==> src/rtl/mmio_uart_tx.sv <==
// Memory-mapped UART transmitter with a small TX FIFO and 8N1 serializer on the core's load/store bus.
// Define UART_TX_PARITY_EN to insert an even-parity bit after the data bits (8E1).
module mmio_uart_tx #(
  parameter logic [31:0] BASE_ADDR   = 32'h1000_0000,
  parameter int          FIFO_DEPTH  = 4,
  parameter logic [15:0] DEFAULT_DIV = 16'd3
) (
  input  logic        clk,
  input  logic        rst_n,
  input  logic        W_en,
  input  logic        R_en,
  input  logic [31:0] addr,
  input  logic [2:0]  RW_type,
  input  logic [31:0] din,
  output logic [31:0] dout,
  output logic        tx,
  output logic        irq
);

  localparam int PTR_W = $clog2(FIFO_DEPTH);
  localparam int CNT_W = PTR_W + 1;

  typedef enum logic [2:0] {IDLE, START, DATA, PARITY, STOP} state_t;

  state_t             state, state_d;
  logic [15:0]        baud_div, bit_div, div_d, baud_cnt, cnt_d;
  logic [2:0]         bit_idx, idx_d;
  logic [7:0]         shift, shift_d;
  logic               par_bit, par_d, tx_d, bit_end;
  logic               ovf, full, empty, busy, push, pop;
  logic               sel, wr_txdata, wr_status, wr_baud;
  logic [7:0]         fifo_mem [FIFO_DEPTH];
  logic [PTR_W-1:0]   wr_ptr, rd_ptr;
  logic [CNT_W-1:0]   count;
  logic [31:0]        reg_val;
  logic               unused_din;

  assign unused_din = ^din[31:16];

  assign sel       = (addr[31:4] == BASE_ADDR[31:4]) && (addr[1:0] == 2'b00);
  assign wr_txdata = W_en && sel && (addr[3:2] == 2'b00);
  assign wr_status = W_en && sel && (addr[3:2] == 2'b01);
  assign wr_baud   = W_en && sel && (addr[3:2] == 2'b10);

  assign full    = (count == CNT_W'(FIFO_DEPTH));
  assign empty   = (count == '0);
  assign busy    = (state != IDLE);
  // Push is judged on pre-pop occupancy, so a store to a full FIFO is dropped even if a pop happens.
  assign push    = wr_txdata && !full;
  assign pop     = (state == IDLE) && !empty;
  assign bit_end = (baud_cnt == bit_div);

  always_ff @(posedge clk) begin
    if (push) fifo_mem[wr_ptr] <= din[7:0];
  end

  always_ff @(posedge clk) begin
    if (!rst_n) begin
      wr_ptr   <= '0;
      rd_ptr   <= '0;
      count    <= '0;
      ovf      <= 1'b0;
      baud_div <= DEFAULT_DIV;
    end else begin
      if (push) wr_ptr <= wr_ptr + PTR_W'(1);
      if (pop)  rd_ptr <= rd_ptr + PTR_W'(1);
      case ({push, pop})
        2'b10:   count <= count + CNT_W'(1);
        2'b01:   count <= count - CNT_W'(1);
        default: count <= count;
      endcase
      if (wr_txdata && full) ovf <= 1'b1;
      else if (wr_status)    ovf <= 1'b0;
      if (wr_baud) begin
        if (RW_type[1:0] == 2'b00) baud_div[7:0] <= din[7:0];
        else                       baud_div      <= din[15:0];
      end
    end
  end

  // FSM state register
  always_ff @(posedge clk) begin
    if (!rst_n) begin
      state    <= IDLE;
      baud_cnt <= '0;
      bit_idx  <= '0;
      tx       <= 1'b1;
    end else begin
      state    <= state_d;
      baud_cnt <= cnt_d;
      bit_idx  <= idx_d;
      tx       <= tx_d;
    end
  end

  always_ff @(posedge clk) begin
    shift   <= shift_d;
    bit_div <= div_d;
    par_bit <= par_d;
  end

  // FSM next state
  always_comb begin
    state_d = state;
    cnt_d   = baud_cnt;
    idx_d   = bit_idx;
    shift_d = shift;
    div_d   = bit_div;
    par_d   = par_bit;
    if (state == IDLE) begin
      if (!empty) begin
        state_d = START;
        cnt_d   = '0;
        idx_d   = '0;
        shift_d = fifo_mem[rd_ptr];
        par_d   = ^fifo_mem[rd_ptr];
        div_d   = baud_div;
      end
    end else if (bit_end) begin
      cnt_d = '0;
      case (state)
        START: state_d = DATA;
        DATA: begin
          if (bit_idx == 3'd7) begin
`ifdef UART_TX_PARITY_EN
            state_d = PARITY;
`else
            state_d = STOP;
`endif
          end else begin
            idx_d   = bit_idx + 3'd1;
            shift_d = {1'b0, shift[7:1]};
          end
        end
        PARITY:  state_d = STOP;
        default: state_d = IDLE;
      endcase
    end else begin
      cnt_d = baud_cnt + 16'd1;
    end
  end

  // FSM output: tx is registered from the level of the upcoming state
  always_comb begin
    tx_d = 1'b1;
    case (state_d)
      START:   tx_d = 1'b0;
      DATA:    tx_d = shift_d[0];
      PARITY:  tx_d = par_d;
      default: tx_d = 1'b1;
    endcase
  end

  always_comb begin
    reg_val = '0;
    case (addr[3:2])
      2'b01:   reg_val = {27'b0, ovf, busy, empty, full, 1'b0};
      2'b10:   reg_val = {16'b0, baud_div};
      default: reg_val = '0;
    endcase
  end

  always_comb begin
    dout = '0;
    if (rst_n && R_en && sel) begin
      case (RW_type)
        3'b000:  dout = {{24{reg_val[7]}}, reg_val[7:0]};
        3'b100:  dout = {24'b0, reg_val[7:0]};
        3'b001:  dout = {{16{reg_val[15]}}, reg_val[15:0]};
        3'b101:  dout = {16'b0, reg_val[15:0]};
        default: dout = reg_val;
      endcase
    end
  end

  assign irq = !rst_n || ((state == IDLE) && empty);

endmodule
==> config.mk <==
export PLATFORM = sky130hd
export DESIGN_NAME = mmio_uart_tx
export DESIGN_NICKNAME = d
export VERILOG_FILES = /design/src/rtl/mmio_uart_tx.sv
export SDC_FILE = /design/constraint.sdc
export NUM_CORES = 1
export LEC_CHECK = 0
export CAP_MARGIN = 15
export CORE_MARGIN = 2
export CORE_UTILIZATION = 41
export DETAILED_ROUTE_END_ITERATION = 6
export GPL_ROUTABILITY_DRIVEN = 0
export PLACE_DENSITY = 0.76
export SLEW_MARGIN = 20
export SYNTH_ARGS = -nofsm -noshare
export SYNTH_HDL_FRONTEND = slang
export SYNTH_SLANG_ARGS = --single-unit
==> constraint.sdc <==
create_clock -name clk -period 3.6 [get_ports clk]
set_clock_uncertainty 0.2 [all_clocks]
set_input_delay 0.72 -clock clk [delete_from_list [all_inputs] [get_ports clk]]
set_output_delay 0.72 -clock clk [all_outputs]
set_load 0.02 [all_outputs]
# After elaboration in Yosys (flattened, before gate mapping)

Memory sizes are Yosys's and may differ from the RTL's. A register that Yosys moved wholly into a read port is not among the register bits.
Index checks and enable logic that the tools add are counted.

Input bits: 71
Flip-flop bits (word level): 72
Output and inout bits: 34
RAM bits: 32
Logic and storage cells: 103
Memories: 1

Memory list:

| memory   | words | bits a word | read ports | clocked after Yosys merged registers in | wr ports | line | source |
|---|---|---|---|---|---|---|---|
| fifo_mem | 4     | 8           | 1          | 1                                       | 1        | 32   | `logic [7:0] fifo_mem [FIFO_DEPTH];` |

Bitwise operators: 2
Reductions and logical operators: 30
Equality and inequality tests: 19
$add $sub $neg: 6
Mux-type cells: 31

Operator list:

| kind                    | number |
|---|---|
| $pmux W32 S4            | 1 |
| $mux W16                | 3 |
| $mux W8                 | 5 |
| $mux W32                | 1 |
| $pmux W16 S2            | 1 |
| $eq A28 B25 Y1 const B  | 1 |
| $mux W3                 | 9 |
| $add A16 B1 Y16 const B | 1 |
| $eq A16 B16 Y1          | 1 |
| $eq A3 B2 Y1 const B    | 4 |
| $eq A3 B3 Y1 const B    | 4 |
| $logic_and A1 B1 Y1     | 11 |
| $eq A3 B1 Y1 const B    | 3 |
| $logic_not A3 Y1        | 3 |
| $pmux W3 S3             | 1 |
| $reduce_bool A2 Y1      | 4 |
| $reduce_xor A8 Y1       | 1 |
| $add A3 B1 Y3 const B   | 2 |
| $logic_not A2 Y1        | 3 |
| $mux W1                 | 6 |
| $pmux W3 S2             | 1 |
| $add A2 B1 Y2 const B   | 2 |
| $eq A2 B1 Y1 const B    | 2 |
| $eq A2 B2 Y1 const B    | 2 |
| other kinds (10)        | 16 |

# Depth between registers and ports, before layout

Gate-level depths: netlist of run 1.

Word-level depth: 7
Gate-level depth with buffers: 12
Gate-level depth less buffers: 11

# Worst setup path before layout of run 1

OpenSTA, ideal clock, no wires.

Kind: input to output
Start point: input port addr[31]
End point: output port dout[17]
Path buffers: 1
Cell stages on the path: 6
Path slack: -0.019 ns
Data arrival time: 2.699 ns
Data required time: 2.680 ns
Cells stage by stage: nor4b_1 -> nand4_1 -> nor2_1 -> nand3_1 -> a21oi_1 -> buf_4

Longest elaborated chain between the ends: 4

RTL lines:

| item                | line | source |
|---|---|---|
| start, declared     | 12   | `input logic [31:0] addr,` |
| $eq A28 B25 Y1      | 40   | `assign sel = (addr[31:4] == BASE_ADDR[31:4]) && (addr[1:0] == 2'b00);` |
| $logic_and A1 B1 Y1 | 40   |  |
| $logic_and A1 B1 Y1 | 165  | `if (rst_n && R_en && sel) begin` |
| $mux W32            | 165  |  |
| end, declared       | 15   | `output logic [31:0] dout,` |

Every way passes these cells.

# Worst setup path in the final report of run 1

Start point: input port addr[15]
End point: output port dout[0]

The elaborated chain is that of the path after synthesis.

==> impl_metrics.tcl, run 1 <==
set metrics [dict create \
    cts_repair_resize_count 35 \
    vias_per_inst 5.39 \
    remaining_global_route_overflow 0 \
    finish.instance_area_um2 6050 \
    cp_slowest_cell "sky130_fd_sc_hd__clkdlybuf4s50_1" \
    cts-htree-levels 3 \
    worstSetupStartpointType "primary input" \
    ys.warnings.count 0 \
    critPathLaunch "addr[15]" \
    routed-via-count 3595 \
    yosys_register_bits 106 \
    core_area_um2 11900 \
    worst_setup_hold_path_clk_slew_ns 0.07 \
    boundaryPins 105 \
    final_hold_vios 0 \
    smallest_setup_slack_after_layout_ns 0.0723 \
    ys_async_sr_fraction_pct 0 \
    avgSynthCellArea_um2 11.2 \
    clock_tree.root_cell "sky130_fd_sc_hd__clkbuf_16" \
    max_freq_mhz 283 \
    power_per_cell_area_nw_per_um2 384 \
    routed_wire_length_per_instance_um 16.1 \
    chipHeight_um 114 \
    initial_utilization_pct 41.6 \
    placed_cells_incl_taps 651 \
    global_route_wire_length_before_repair_mm 17.7 \
    setup_violations 0 \
    post_synth_inst_count 443 \
    timing.rr.start "state[0]" \
    timing.hold.worst.start "baud_div[8]" \
    cap_violations 0 \
    critPathKind "primary input to primary output" \
    drc 0 \
    detailed_place_hpwl_mm 7.86 \
    horizontal_die_dimension_um 114 \
    timing.hold.worst.class "register to register" \
    cellLeakagePower_uw 0.00205 \
    clk-insertion-delay-late_ns 0.35 \
    cts-root-to-sink-buffers 2 \
    yosys-mux-area-fraction_pct 7.09 \
    mostFrequentLayoutCell "sky130_fd_sc_hd__clkdlybuf4s50_1" \
    cp-end-kind "primary output" \
    layout_common_cells "sky130_fd_sc_hd__clkdlybuf4s50_1 (56), sky130_fd_sc_hd__edfxtp_1 (55), sky130_fd_sc_hd__dfxtp_1 (51)" \
    grt_max_degree 27 \
    area.growth.synth_to_final_pct 22.4 \
    timing.setup.tns_ns 0 \
    max_slew.worst_pin.slew_ns 0.962 \
    post_dp_cell_area_um2 5890 \
    rows 40 \
    synthesis.nets 526 \
    die_area_um2 12900 \
    syn-cell-area_um2 4940 \
    design.final.nets 598 \
    postCtsHoldBufs 0 \
    slew_violations 0 \
    post_cts.repair.setup_buffers 0 \
    largest_family_of_logic_cells_by_synthesized_area "simple AND/OR/NAND/NOR gates" \
    synth_enable_flop_cells 55 \
    layout_worst_path_cycle_share_pct 98.0 \
    drive_above_1_share_pct 13.1 \
    first_global_vias 3619 \
    yosysSeqAreaShare_pct 54.1 \
    grt_antenna_before_repair 0 \
    slew-limit-headroom_pct 35.2 \
    pre_cts_slack_ns -0.345 \
    worst_ir_drop_on_vdd_v 0.000203 \
    drt-initial-drc-count 154 \
    yosys.area_share.xor_xnor_pct 4.96 \
    layout_min_cycle_time_ns 3.53 \
    arrival_worst_endpoint_ns 2.61 \
    synthSimpleGateAreaFrac_pct 14.6 \
    rsz0062_at_grt "no" \
    outcome "complete, no violations" \
    slowest_delay_ns 0.47 \
    synth_fa_ha_area_share_pct 3.19 \
    firstDrtPassIters 4 \
    synth_compound_area_share_pct 10.5 \
    gr-usage-all-layers_pct 17.6 \
    critPathRequiredTime_ns 2.68 \
    cell_chain_of_the_critical_path "clkdlybuf4s50_1 -> nor4_1 -> nand4_1 -> nor2_1 -> and3_2 -> and3_1 -> dlygate4sd2_1" \
    instances_no_fill 667 \
    final_antenna_net_count 0 \
    yosys.area.top_type "sky130_fd_sc_hd__edfxtp_1" \
    number_of_input_and_output_port_buffers_inserted 88 \
    cts_inserted_buffers 9 \
    dominantRegCellSynth "sky130_fd_sc_hd__edfxtp_1" \
    post_synth_num_cell_types 49 \
    ff2ff_path_depth 9 \
    critical_path_peak_fanout 5 \
    wl_mm 10.7 \
    p_total_uw 2320 \
    num_antenna_cells 0 \
    clock_sink_count 106 \
    holdPathStages 0 \
    synthDominantCellAreaShare_pct 33.4 \
    tritoncts_clock_tree "built" \
    synth_top_cells_by_area "sky130_fd_sc_hd__edfxtp_1 (33%), sky130_fd_sc_hd__dfxtp_1 (21%), sky130_fd_sc_hd__mux4_2 (3.6%)" \
]
[sequential cells by signal (all words and copies together) (netlist names), named ones only]
signal	flops
tx	1
baud_div	16
par_bit	1
bit_div	16
ovf	1
baud_cnt	16
bit_idx	3
shift	8
state	3
count	3
wr_ptr	2
rd_ptr	2
fifo_mem	32
[area by class of cell]
class                      count  area [um^2]
fill                         984         5810
sequential                   106         2670
multi-input combinational    286         2010
timing repair buffer          99          850
clock buffer                   9          225
tap                          147          184
clock inverter                 7         60.1
inverter                      13         48.8
[per-stage QoR]
stage | hold WS (ns) | util [%]
6_report | 0.263 | 51.0
5_1_grt | 0.278 | 51.0
4_1_cts | 0.263 | 51.8
3_5_place_dp | 0.251 | 49.7
3_3_place_gp | 0.249 | 49.7
2_1_floorplan | 0.221 | -
[metal layers]
layer	vias up	global-route usage [%]	wire length, um
met5	-	0	0
met4	0	7.80	336
met3	18	3.77	499
met2	124	29.6	5210
met1	1712	22.0	4680
li1	1741	-	-
[report_power, final]
part	leakage [uW]	switching [uW]	internal, uW
sequential	0.000867	3.91	1270
clock	0.000142	448	483
combinational	0.00104	46.2	72.1
[path summary, 6_finish.rpt]
path                              endpoint  slack, ns
worst min register to register  bit_div[8]       0.26
worst max-delay path               dout[0]       0.07
worst min-delay path            bit_div[8]       0.26
worst max register to register    count[2]       0.78
[cell usage after synthesis (11+ instances only)]
cell,count
sky130_fd_sc_hd__a21oi_1,24
sky130_fd_sc_hd__and2_1,11
sky130_fd_sc_hd__buf_4,17
sky130_fd_sc_hd__clkbuf_1,12
sky130_fd_sc_hd__dfxtp_1,51
sky130_fd_sc_hd__edfxtp_1,55
sky130_fd_sc_hd__ha_1,11
sky130_fd_sc_hd__inv_1,13
sky130_fd_sc_hd__mux2i_1,17
sky130_fd_sc_hd__nand2_1,31
sky130_fd_sc_hd__nor2_1,40
sky130_fd_sc_hd__nor4_1,11
sky130_fd_sc_hd__xor2_1,19
[worst max-delay path: cells and delay by family]
family | cells | cell delay [ns]
simple gates | 5 | 1.07
buf+inv | 2 | 0.82
[cell families after synthesis]
kind of cell / Yosys count
and+or+nand+nor: 144
xor gates and xnor gates: 28
adders and majority gates: 12
buffers and inverters: 51
muxes: 25
DFF: 106
AOI/OAI and AO/OA: 77
No activity file was read; power rests on OpenSTA's default activity.
==> run 2, diff against run 1 <==
CORE_MARGIN = 1   (was 2)
PLACE_DENSITY = 0.65   (was 0.76)
==> impl_metrics.tcl, run 2 (same netlist as run 1, synthesis figures left out) <==
set metrics [dict create \
    cts-htree-levels 3 \
    rows 39 \
    met1Wirelength_mm 4.70 \
    rsz0062_at_grt "no" \
    boundaryPins 105 \
    vias_per_inst 5.39 \
    power_frac_clock_pct 42.2 \
    detailroute.wirelength.met3_um 581 \
    worstSetupStartpointType "primary input" \
    grt_max_degree 27 \
    drt-initial-drc-count 191 \
    logic_gate_share_of_total_power_pct 4.9 \
    worst_setup_hold_path_clk_slew_ns 0.08 \
    horizontal_die_dimension_um 112 \
    critPathKind "primary input to primary output" \
    post_cts.repair.setup_buffers 0 \
    critical_path_peak_fanout 5 \
    slew_violations 0 \
    grt_antenna_before_repair 0 \
    largest_reg_flops 32 \
    clk-insertion-delay-late_ns 0.36 \
    wl_met2_mm 5.30 \
    cp-end-kind "primary output" \
    tritoncts_clock_tree "built" \
    final_hold_vios 0 \
    final_antenna_net_count 0 \
    route.top_layer_used "met4" \
    initial_utilization_pct 42.7 \
    core_area_um2 11600 \
    chipHeight_um 112 \
    design.final.nets 602 \
    cts-root-to-sink-buffers 2 \
    firstDrtPassIters 4 \
    drive_above_1_share_pct 14.9 \
    gr-usage-all-layers_pct 18.2 \
    max_freq_mhz 294 \
    remaining_global_route_overflow 0 \
    finish.instance_area_um2 6060 \
    max_flop_register "fifo_mem" \
    cellLeakagePower_uw 0.00207 \
    pwr-share-seq_pct 53.0 \
    layout_worst_path_cycle_share_pct 94.5 \
    mostFrequentLayoutCell "sky130_fd_sc_hd__clkdlybuf4s50_1" \
    slew-limit-headroom_pct 61.4 \
    power_report.internal_total_uw 1850 \
    clock_tree.root_cell "sky130_fd_sc_hd__clkbuf_16" \
    detailed_place_hpwl_mm 8.02 \
    timing.hold.worst.class "register to register" \
    p_total_uw 2400 \
    cts_inserted_buffers 9 \
    first_global_vias 3585 \
    nFillCells 1008 \
    critPathRequiredTime_ns 2.68 \
    cap_violations 0 \
    netSwitchingFraction_pct 23.1 \
    global_route_wire_length_before_repair_mm 17.7 \
    clock_sink_count 106 \
    layout_min_cycle_time_ns 3.40 \
    post_dp_cell_area_um2 5910 \
    worst_ir_drop_on_vdd_v 0.000238 \
    routed_wire_length_per_instance_um 16.2 \
    power_per_cell_area_nw_per_um2 396 \
    setup_violations 0 \
    routed-via-count 3593 \
    area.growth.synth_to_final_pct 22.7 \
    switching_power_uw 555 \
    layout_common_cells "sky130_fd_sc_hd__clkdlybuf4s50_1 (56), sky130_fd_sc_hd__edfxtp_1 (55), sky130_fd_sc_hd__dfxtp_1 (51)" \
    number_of_input_and_output_port_buffers_inserted 88 \
    postCtsHoldBufs 0 \
    outcome "complete, no violations" \
    die_area_um2 12500 \
    wl_mm 10.8 \
    num_antenna_cells 0 \
    max_slew.worst_pin.slew_ns 0.575 \
    arrival_worst_endpoint_ns 2.48 \
    drc 0 \
]
-- run 2: cell count changes in the layout (fill, tap and decap cells not counted), moves of 2 or more --
cell	change
sky130_fd_sc_hd__buf_2	+5
sky130_fd_sc_hd__buf_4	+5
sky130_fd_sc_hd__dlygate4sd2_1	-3
sky130_fd_sc_hd__clkdlybuf4s15_1	-2
sky130_fd_sc_hd__clkinv_2	-2
sky130_fd_sc_hd__inv_8	+2
-- run 2: cell type report --
class	instances	area, um^2	share of cell area (%)
clock buffers	9	225	3.72
inverters	13	48.8	0.805
clock inverters	7	81.3	1.34
flip-flops and latches	106	2670	44.1
well taps	143	179	2.95
multi-input cells	286	2010	33.1
repair buffers	103	846	14.0
-- run 2: path summary, 6_finish.rpt --
kind	startpoint	to	cells after the start	slack (ns)
max	addr[13]	dout[3]	9	0.20
min	par_bit	par_bit	2	0.26
max reg2reg	state[2]	count[2]	9	0.89
min reg2reg	par_bit	par_bit	2	0.26
-- run 2: repair_timing --
item | CTS | global route
resized for setup | 65 | 39
pin swaps | 0 | 0
endpoints found under the setup margin | 32 | 32
-- run 2: through the flow --
| step | util, % | hold WS, ns | setup WS [ns] | TNS [ns] | std cells |
|---|---|---|---|---|---|
| floorplan | - | 0.221 | 0.360 | 0 | 443 |
| global placement | 51.1 | 0.248 | -0.365 | -9.89 | 651 |
| detailed placement | 51.1 | 0.245 | -0.403 | -9.44 | 651 |
| CTS | 53.7 | 0.264 | -0.00220 | -0.00220 | 667 |
| global route | 52.4 | 0.280 | 0.0232 | 0 | 667 |
| finish | 52.4 | 0.257 | 0.198 | 0 | 667 |
-- run 2: power groups by stage --
stage                     logic [uW]  registers (uW)  clock network, uW
after detailed placement         115            1300                  0
after global placement           114            1300                  0
after CTS                        116            1270               1030
after global routing             127            1270               1080
final                            117            1270               1010
after floorplan                 35.5            1300                  0
-- run 2: worst max-delay path: stages --
cell                              delay (ns)
sky130_fd_sc_hd__clkdlybuf4s50_1        0.45
sky130_fd_sc_hd__nor4_2                 0.25
sky130_fd_sc_hd__buf_4                  0.14
sky130_fd_sc_hd__nand4_1                0.12
sky130_fd_sc_hd__nor2_2                 0.14
sky130_fd_sc_hd__and3_2                 0.25
sky130_fd_sc_hd__nand2_1                0.11
sky130_fd_sc_hd__nor2_1                 0.12
sky130_fd_sc_hd__buf_2                  0.19
-- run 2: routing by layer --
metal | vias to the layer above | GRT usage (%)
li1 | 1759 | -
met1 | 1693 | 23.0
met2 | 125 | 30.1
met3 | 16 | 3.10
met4 | 0 | 9.28
met5 | - | 0
==> run 3, diff against run 2 <==
CORE_MARGIN = unset   (was 1)
GPL_TIMING_DRIVEN = 0   (was unset)
==> impl_metrics.tcl, run 3 (same netlist as run 1, synthesis figures left out) <==
set metrics [dict create \
    arrival_worst_endpoint_ns 2.60 \
    cp-end-kind "primary output" \
    ff2ff_path_depth 11 \
    grt_util_met3_pct 3.70 \
    worstSetupStartpointType "primary input" \
    routed-via-count 3690 \
    vias_per_inst 5.27 \
    core_area_um2 11600 \
    slew-limit-headroom_pct 36.5 \
    clock_tree.root_cell "sky130_fd_sc_hd__clkbuf_16" \
    grt_antenna_before_repair 0 \
    largest_reg_flops 32 \
    horizontal_die_dimension_um 112 \
    clock_sink_count 106 \
    global_route_wire_length_before_repair_mm 18.4 \
    boundaryPins 105 \
    max_slew.worst_pin.slew_ns 0.943 \
    remaining_global_route_overflow 0 \
    drc 0 \
    mostFrequentLayoutCell "sky130_fd_sc_hd__edfxtp_1" \
    max_freq_mhz 284 \
    initial_utilization_pct 42.7 \
    tritoncts_clock_tree "built" \
    critPathRequiredTime_ns 2.68 \
    routed_wire_length_per_instance_um 16.0 \
    worst_setup_hold_path_clk_slew_ns 0.08 \
    detailed_place_hpwl_mm 8.16 \
    cp_slowest_cell "sky130_fd_sc_hd__clkdlybuf4s50_1" \
    critical_path_peak_fanout 5 \
    first_global_vias 3715 \
    number_of_input_and_output_port_buffers_inserted 88 \
    slew_violations 0 \
    worst_hold_path.endpoint "bit_div[6]" \
    outcome "complete, no violations" \
    cts-htree-levels 3 \
    reg2reg_slack_ns 0.32 \
    grt-busiest-layer "met2" \
    firstDrtPassIters 4 \
    gr-usage-all-layers_pct 18.8 \
    grt_max_degree 27 \
    layout_common_cells "sky130_fd_sc_hd__edfxtp_1 (55), sky130_fd_sc_hd__dfxtp_1 (51), sky130_fd_sc_hd__clkdlybuf4s50_1 (48)" \
    num_antenna_cells 0 \
    cellLeakagePower_uw 0.00227 \
    globalRouteMet1Util_pct 23.8 \
    drt-initial-drc-count 146 \
    reg2reg_to "count[2]" \
    fin_worst_hold_slack_ns 0.258 \
    power_per_cell_area_nw_per_um2 370 \
    timing.rr.start "state[0]" \
    use_met2_pct 31.9 \
    area.growth.synth_to_final_pct 31.1 \
    max_flop_register "fifo_mem" \
    cell_chain_of_the_critical_path "clkdlybuf4s50_1 -> nor4_2 -> nand4_1 -> nor2_4 -> and3_4 -> and3_1 -> clkdlybuf4s15_1" \
    chipHeight_um 112 \
    instances_no_fill 700 \
    critPathKind "primary input to primary output" \
    final_antenna_net_count 0 \
    cts-root-to-sink-buffers 2 \
    layout_worst_path_cycle_share_pct 97.7 \
    die_area_um2 12500 \
    postLayoutCoreUtil_pct 56.0 \
    placed_cells_incl_taps 674 \
    slowest_delay_ns 0.41 \
    holdPathStages 0 \
    setup_violations 0 \
    rows 39 \
    worst_ir_drop_on_vdd_v 0.000232 \
    timing.hold.worst.start "baud_div[6]" \
    final_hold_vios 0 \
    cap_violations 0 \
    cts_inserted_buffers 9 \
    timing.hold.worst.class "register to register" \
    drive_above_1_share_pct 18.3 \
    layout_min_cycle_time_ns 3.52 \
    clk-insertion-delay-late_ns 0.35 \
    design.final.nets 635 \
    wl_mm 11.2 \
]
-- run 3: cell types whose count changed in the layout (fill, tap and decap cells not counted), sizes merged --
| cell | delta |
|---|---|
| clkinv | +2 |
| clkdlybuf4s15 | +3 |
| dlygate4sd2 | +6 |
| inv | -2 |
| dlymetal6s2s | +4 |
| buf | +34 |
| nand3 | +1 |
| clkbuf | -7 |
| clkdlybuf4s50 | -8 |
-- run 3: per-layer routing --
layer | vias up | share of wire, %
met5 | - | 0
met4 | 0 | 1.5
met3 | 10 | 5.1
met2 | 109 | 49
met1 | 1749 | 44
li1 | 1822 | -
-- run 3: timing repair --
item | CTS | global route
gates cloned | 2 | 0
hold buffers | 0 | 0
resized for setup | 120 | 39
buffers inserted | 4 | 4
pin swaps | 6 | 5
endpoints found under the setup margin | 32 | 31
-- run 3: how the worst max path moves through the flow --
stage / cells after the start / startpoint / endpoint
finish: 7 / addr[27] / dout[7]
global route: 10 / addr[27] / dout[29]
CTS: 8 / addr[6] / dout[3]
detailed placement: 8 / addr[13] / dout[20]
global placement: 8 / addr[13] / dout[26]
floorplan: 6 / addr[31] / dout[17]
-- run 3: cell type report --
class | instances | area, um^2
buffer | 38 | 225
clock buffer | 9 | 225
clock inverter | 7 | 83.8
fill | 1014 | 5090
inverter | 13 | 48.8
multi-input combinational | 287 | 2090
sequential | 106 | 2670
tap | 143 | 179
timing repair buffer | 97 | 950
-- run 3: power breakdown --
group / internal, uW / leakage [uW] / switching (uW) / total, uW
registers: 1270 / 0.000867 / 3.31 / 1270
logic: 68.8 / 0.00125 / 51.1 / 120
clock network: 503 / 0.000152 / 501 / 1000
total: 1840 / 0.00227 / 555 / 2400
-- run 3: metrics by stage --
stage               total power [uW]  area (um^2)  TNS [ns]  setup WS (ns)
floorplan                       1330         4940         0          0.360
global placement                1410         6000    -26.13          -1.07
detailed placement              1420         6000    -27.81          -1.14
CTS                             2400         6430         0        0.00961
global route                    2470         6480  -0.00352       -0.00194
finish                          2400         6480         0         0.0821
-- run 3: worst max-delay path, delay by kind of cell --
kind	cells	cell delay, ns
and+or+nand+nor	5	1.12
buffers and inverters	2	0.74
==> variant, RTL diff (flow settings as in run 2) <==
Register the inputs `W_en`, `R_en`, `addr`, `RW_type` and `din` before use, cleared by the reset. The logic sees them one clock later.
--- a/src/rtl/mmio_uart_tx.sv
+++ b/src/rtl/mmio_uart_tx.sv
@@ -24,2 +24,24 @@
 
+  logic W_en_q;
+  logic R_en_q;
+  logic [31:0] addr_q;
+  logic [2:0] RW_type_q;
+  logic [31:0] din_q;
+
+  always_ff @(posedge clk) begin
+    if (!rst_n) begin
+      W_en_q    <= '0;
+      R_en_q    <= '0;
+      addr_q    <= '0;
+      RW_type_q <= '0;
+      din_q     <= '0;
+    end else begin
+      W_en_q    <= W_en;
+      R_en_q    <= R_en;
+      addr_q    <= addr;
+      RW_type_q <= RW_type;
+      din_q     <= din;
+    end
+  end
+
   state_t             state, state_d;
@@ -37,8 +59,8 @@
 
-  assign unused_din = ^din[31:16];
-
-  assign sel       = (addr[31:4] == BASE_ADDR[31:4]) && (addr[1:0] == 2'b00);
-  assign wr_txdata = W_en && sel && (addr[3:2] == 2'b00);
-  assign wr_status = W_en && sel && (addr[3:2] == 2'b01);
-  assign wr_baud   = W_en && sel && (addr[3:2] == 2'b10);
+  assign unused_din = ^din_q[31:16];
+
+  assign sel       = (addr_q[31:4] == BASE_ADDR[31:4]) && (addr_q[1:0] == 2'b00);
+  assign wr_txdata = W_en_q && sel && (addr_q[3:2] == 2'b00);
+  assign wr_status = W_en_q && sel && (addr_q[3:2] == 2'b01);
+  assign wr_baud   = W_en_q && sel && (addr_q[3:2] == 2'b10);
 
@@ -53,3 +75,3 @@
   always_ff @(posedge clk) begin
-    if (push) fifo_mem[wr_ptr] <= din[7:0];
+    if (push) fifo_mem[wr_ptr] <= din_q[7:0];
   end
@@ -74,4 +96,4 @@
       if (wr_baud) begin
-        if (RW_type[1:0] == 2'b00) baud_div[7:0] <= din[7:0];
-        else                       baud_div      <= din[15:0];
+        if (RW_type_q[1:0] == 2'b00) baud_div[7:0] <= din_q[7:0];
+        else                       baud_div      <= din_q[15:0];
       end
@@ -155,3 +177,3 @@
     reg_val = '0;
-    case (addr[3:2])
+    case (addr_q[3:2])
       2'b01:   reg_val = {27'b0, ovf, busy, empty, full, 1'b0};
@@ -164,4 +186,4 @@
     dout = '0;
-    if (rst_n && R_en && sel) begin
-      case (RW_type)
+    if (rst_n && R_en_q && sel) begin
+      case (RW_type_q)
         3'b000:  dout = {{24{reg_val[7]}}, reg_val[7:0]};
Check against the original RTL: not equivalent (a bounded check fails within 4 cycles, from zero or initial values and one cycle with rst_n low).
==> variant against run 2 <==
Sequential cell count rose by 53. Cell area rose by 33%. Routed wire length rose by 15%. Power rose by 83%. Die area rose by 30%. Setup slack got worse by 38 ps. Area after synthesis rose by 31%. Sequential power rose by 67%.
==> variant: results (changes against run 2) <==
Critical path
  – WP data arrival: 2520 ps (was 2480 ps)
  – Crit path largest cell delay: 620 ps (was 450 ps)
  – Setup slack, reg-to-reg: 630 ps (was 890 ps)

Worst hold path
  – Hold path depth: 0 (was 2)
  – Hold_sp: baud_div[5] (was par_bit)
  – Endpoint, Worst Hold: bit_div[5] (was par_bit)

STA
  – Slew @ Worst Pin: 699 ps (was 575 ps)
  – Hold Slack: 259 ps (was 257 ps)

Clock tree
  – Clk Latency, worst-skew pair: 420 ps (was 360 ps)
  – H-tree Lvls: 4 (was 3)
  – Number of buffers created by CTS: 17 (was 9)
  – Worst-path clk slew: 60 ps (was 80 ps)

Global routing
  – First-pass GRT wire length: 20,600 um (was 17,700 um)
  – All-Layer GR Usage: 16.6% (was 18.2%)
  – Largest net degree at the start of global routing: 61 (was 27)

Drt
  – Via count: 4,188 (was 3,593)
  – 1st-iter DRT viols: 254 (was 191)
  – Met1 wire length: 5410 um (was 4700 um)
  – WL met2: 6230 um (was 5300 um)
  – Post-Route WL: 12,500 um (was 10,800 um)
  – Met3 WL: 660 um (was 581 um)

Logic synthesis
  – Sequential-to-total area share from yosys stat: 57.7% (was 54.1%)
  – Distinct cell type count after synthesis: 51 (was 49)
  – Top cells by area, synth: dfxtp_1 (32%), edfxtp_1 (26%), and2_1 (7.3%), xnor2_1 (3.8%), mux2i_1 (2.8%) (was edfxtp_1 (33%), dfxtp_1 (21%), mux4_2 (3.6%), mux2i_1 (3.4%), xor2_1 (3.4%))
  – Top FF cell, synth: dfxtp_1 (was edfxtp_1)
  – Top cells by count, synth: dfxtp_1 (104), and2_1 (75), edfxtp_1 (55), nand2_1 (32), xnor2_1 (28) (was edfxtp_1 (55), dfxtp_1 (51), nor2_1 (40), nand2_1 (31), a21oi_1 (24))
  – Syn nets: 639 (was 526)

Cells and area
  – Layout cell share with drive strength beyond 1: 8.70% (was 14.9%)
  – Post-layout nets: 715 (was 602)

Outcome
  – Status: finished clean (unchanged)

Place
  – Pre-CTS setup slack: 361 ps (was -403 ps)
[variant: changes by cell type in the layout (fill, tap and decap cells not counted), sizes merged, moves of 9 or more]
cell	run 2	this run
clkdlybuf4s50	56	65
xor2	19	1
a21oi	24	10
dlymetal6s2s	0	17
clkbuf	36	21
a21boi	3	12
xnor2	9	28
nor2b	1	20
nor2	41	18
buf	20	11
dfxtp	51	104
and2	11	75
[variant: cells by family (layout without fill, tap and decap cells)]
group                    Yosys count  count (layout)  synth area share, %
adder cells (fa/ha/maj)           12              12                 2.44
AND/OR/NAND/NOR                  210             210                 18.9
flip-flops                       159             159                 57.7
multiplexers                      26              26                 5.57
XOR/XNOR                          29              29                 3.93
AO/OA/AOI/OAI                     67              67                 7.14
buffers and inverters             53             141                 4.37
[variant: cell type report]
cell class | count | area, um^2
Tap cell | 211 | 264
Fill cell | 1338 | 7240
Clock buffer | 21 | 472
Clock inverter | 10 | 110
Multi-Input combinational cell | 344 | 2460
Sequential cell | 159 | 3730
Timing Repair Buffer | 98 | 987
Inverter | 12 | 45.0
[variant: worst max path at each step]
stage	slack [ps]	startpoint	endpoint
3_3_place_gp	360	addr_q[18]	dout[3]
4_1_cts	1	addr_q[18]	dout[18]
5_1_grt	2	addr_q[29]	dout[0]
3_5_place_dp	360	addr_q[18]	dout[3]
6_report	160	addr_q[4]	dout[0]
2_1_floorplan	260	rst_n	dout[17]
[variant: through the flow]
step	instance area (um^2)	instances
after floorplan	6470	556
after global placement	7430	822
after detailed placement	7430	822
after CTS	8010	853
after global routing	8070	855
final	8070	855
[variant: repair_timing]
item                                    4_1_cts  5_1_grt
resized for setup                             6       18
cloned                                        0        0
endpoints found under the setup margin       20       27
hold buffers                                  0        0
buffers inserted                              0        2
pin swaps                                     1        1
[variant: report_power, final]
part,switching (mW),internal (mW)
logic,0.260,0.251
clock network,0.680,1.07
registers,0.0800,2.04
total,1.02,3.36
[variant: worst max-delay path, delay by kind of cell, from the launching register on]
family / cells / cell delay [ps]
flops: 1 / 300
buf+inv: 1 / 620
simple gates: 5 / 1180
[variant: per-layer routing]
layer / GRT usage [%] / vias to the layer above
met5: 0 / -
met4: 5.19 / 0
met3: 5.40 / 19
met2: 27.6 / 94
met1: 20.5 / 1995
li1: - / 2080
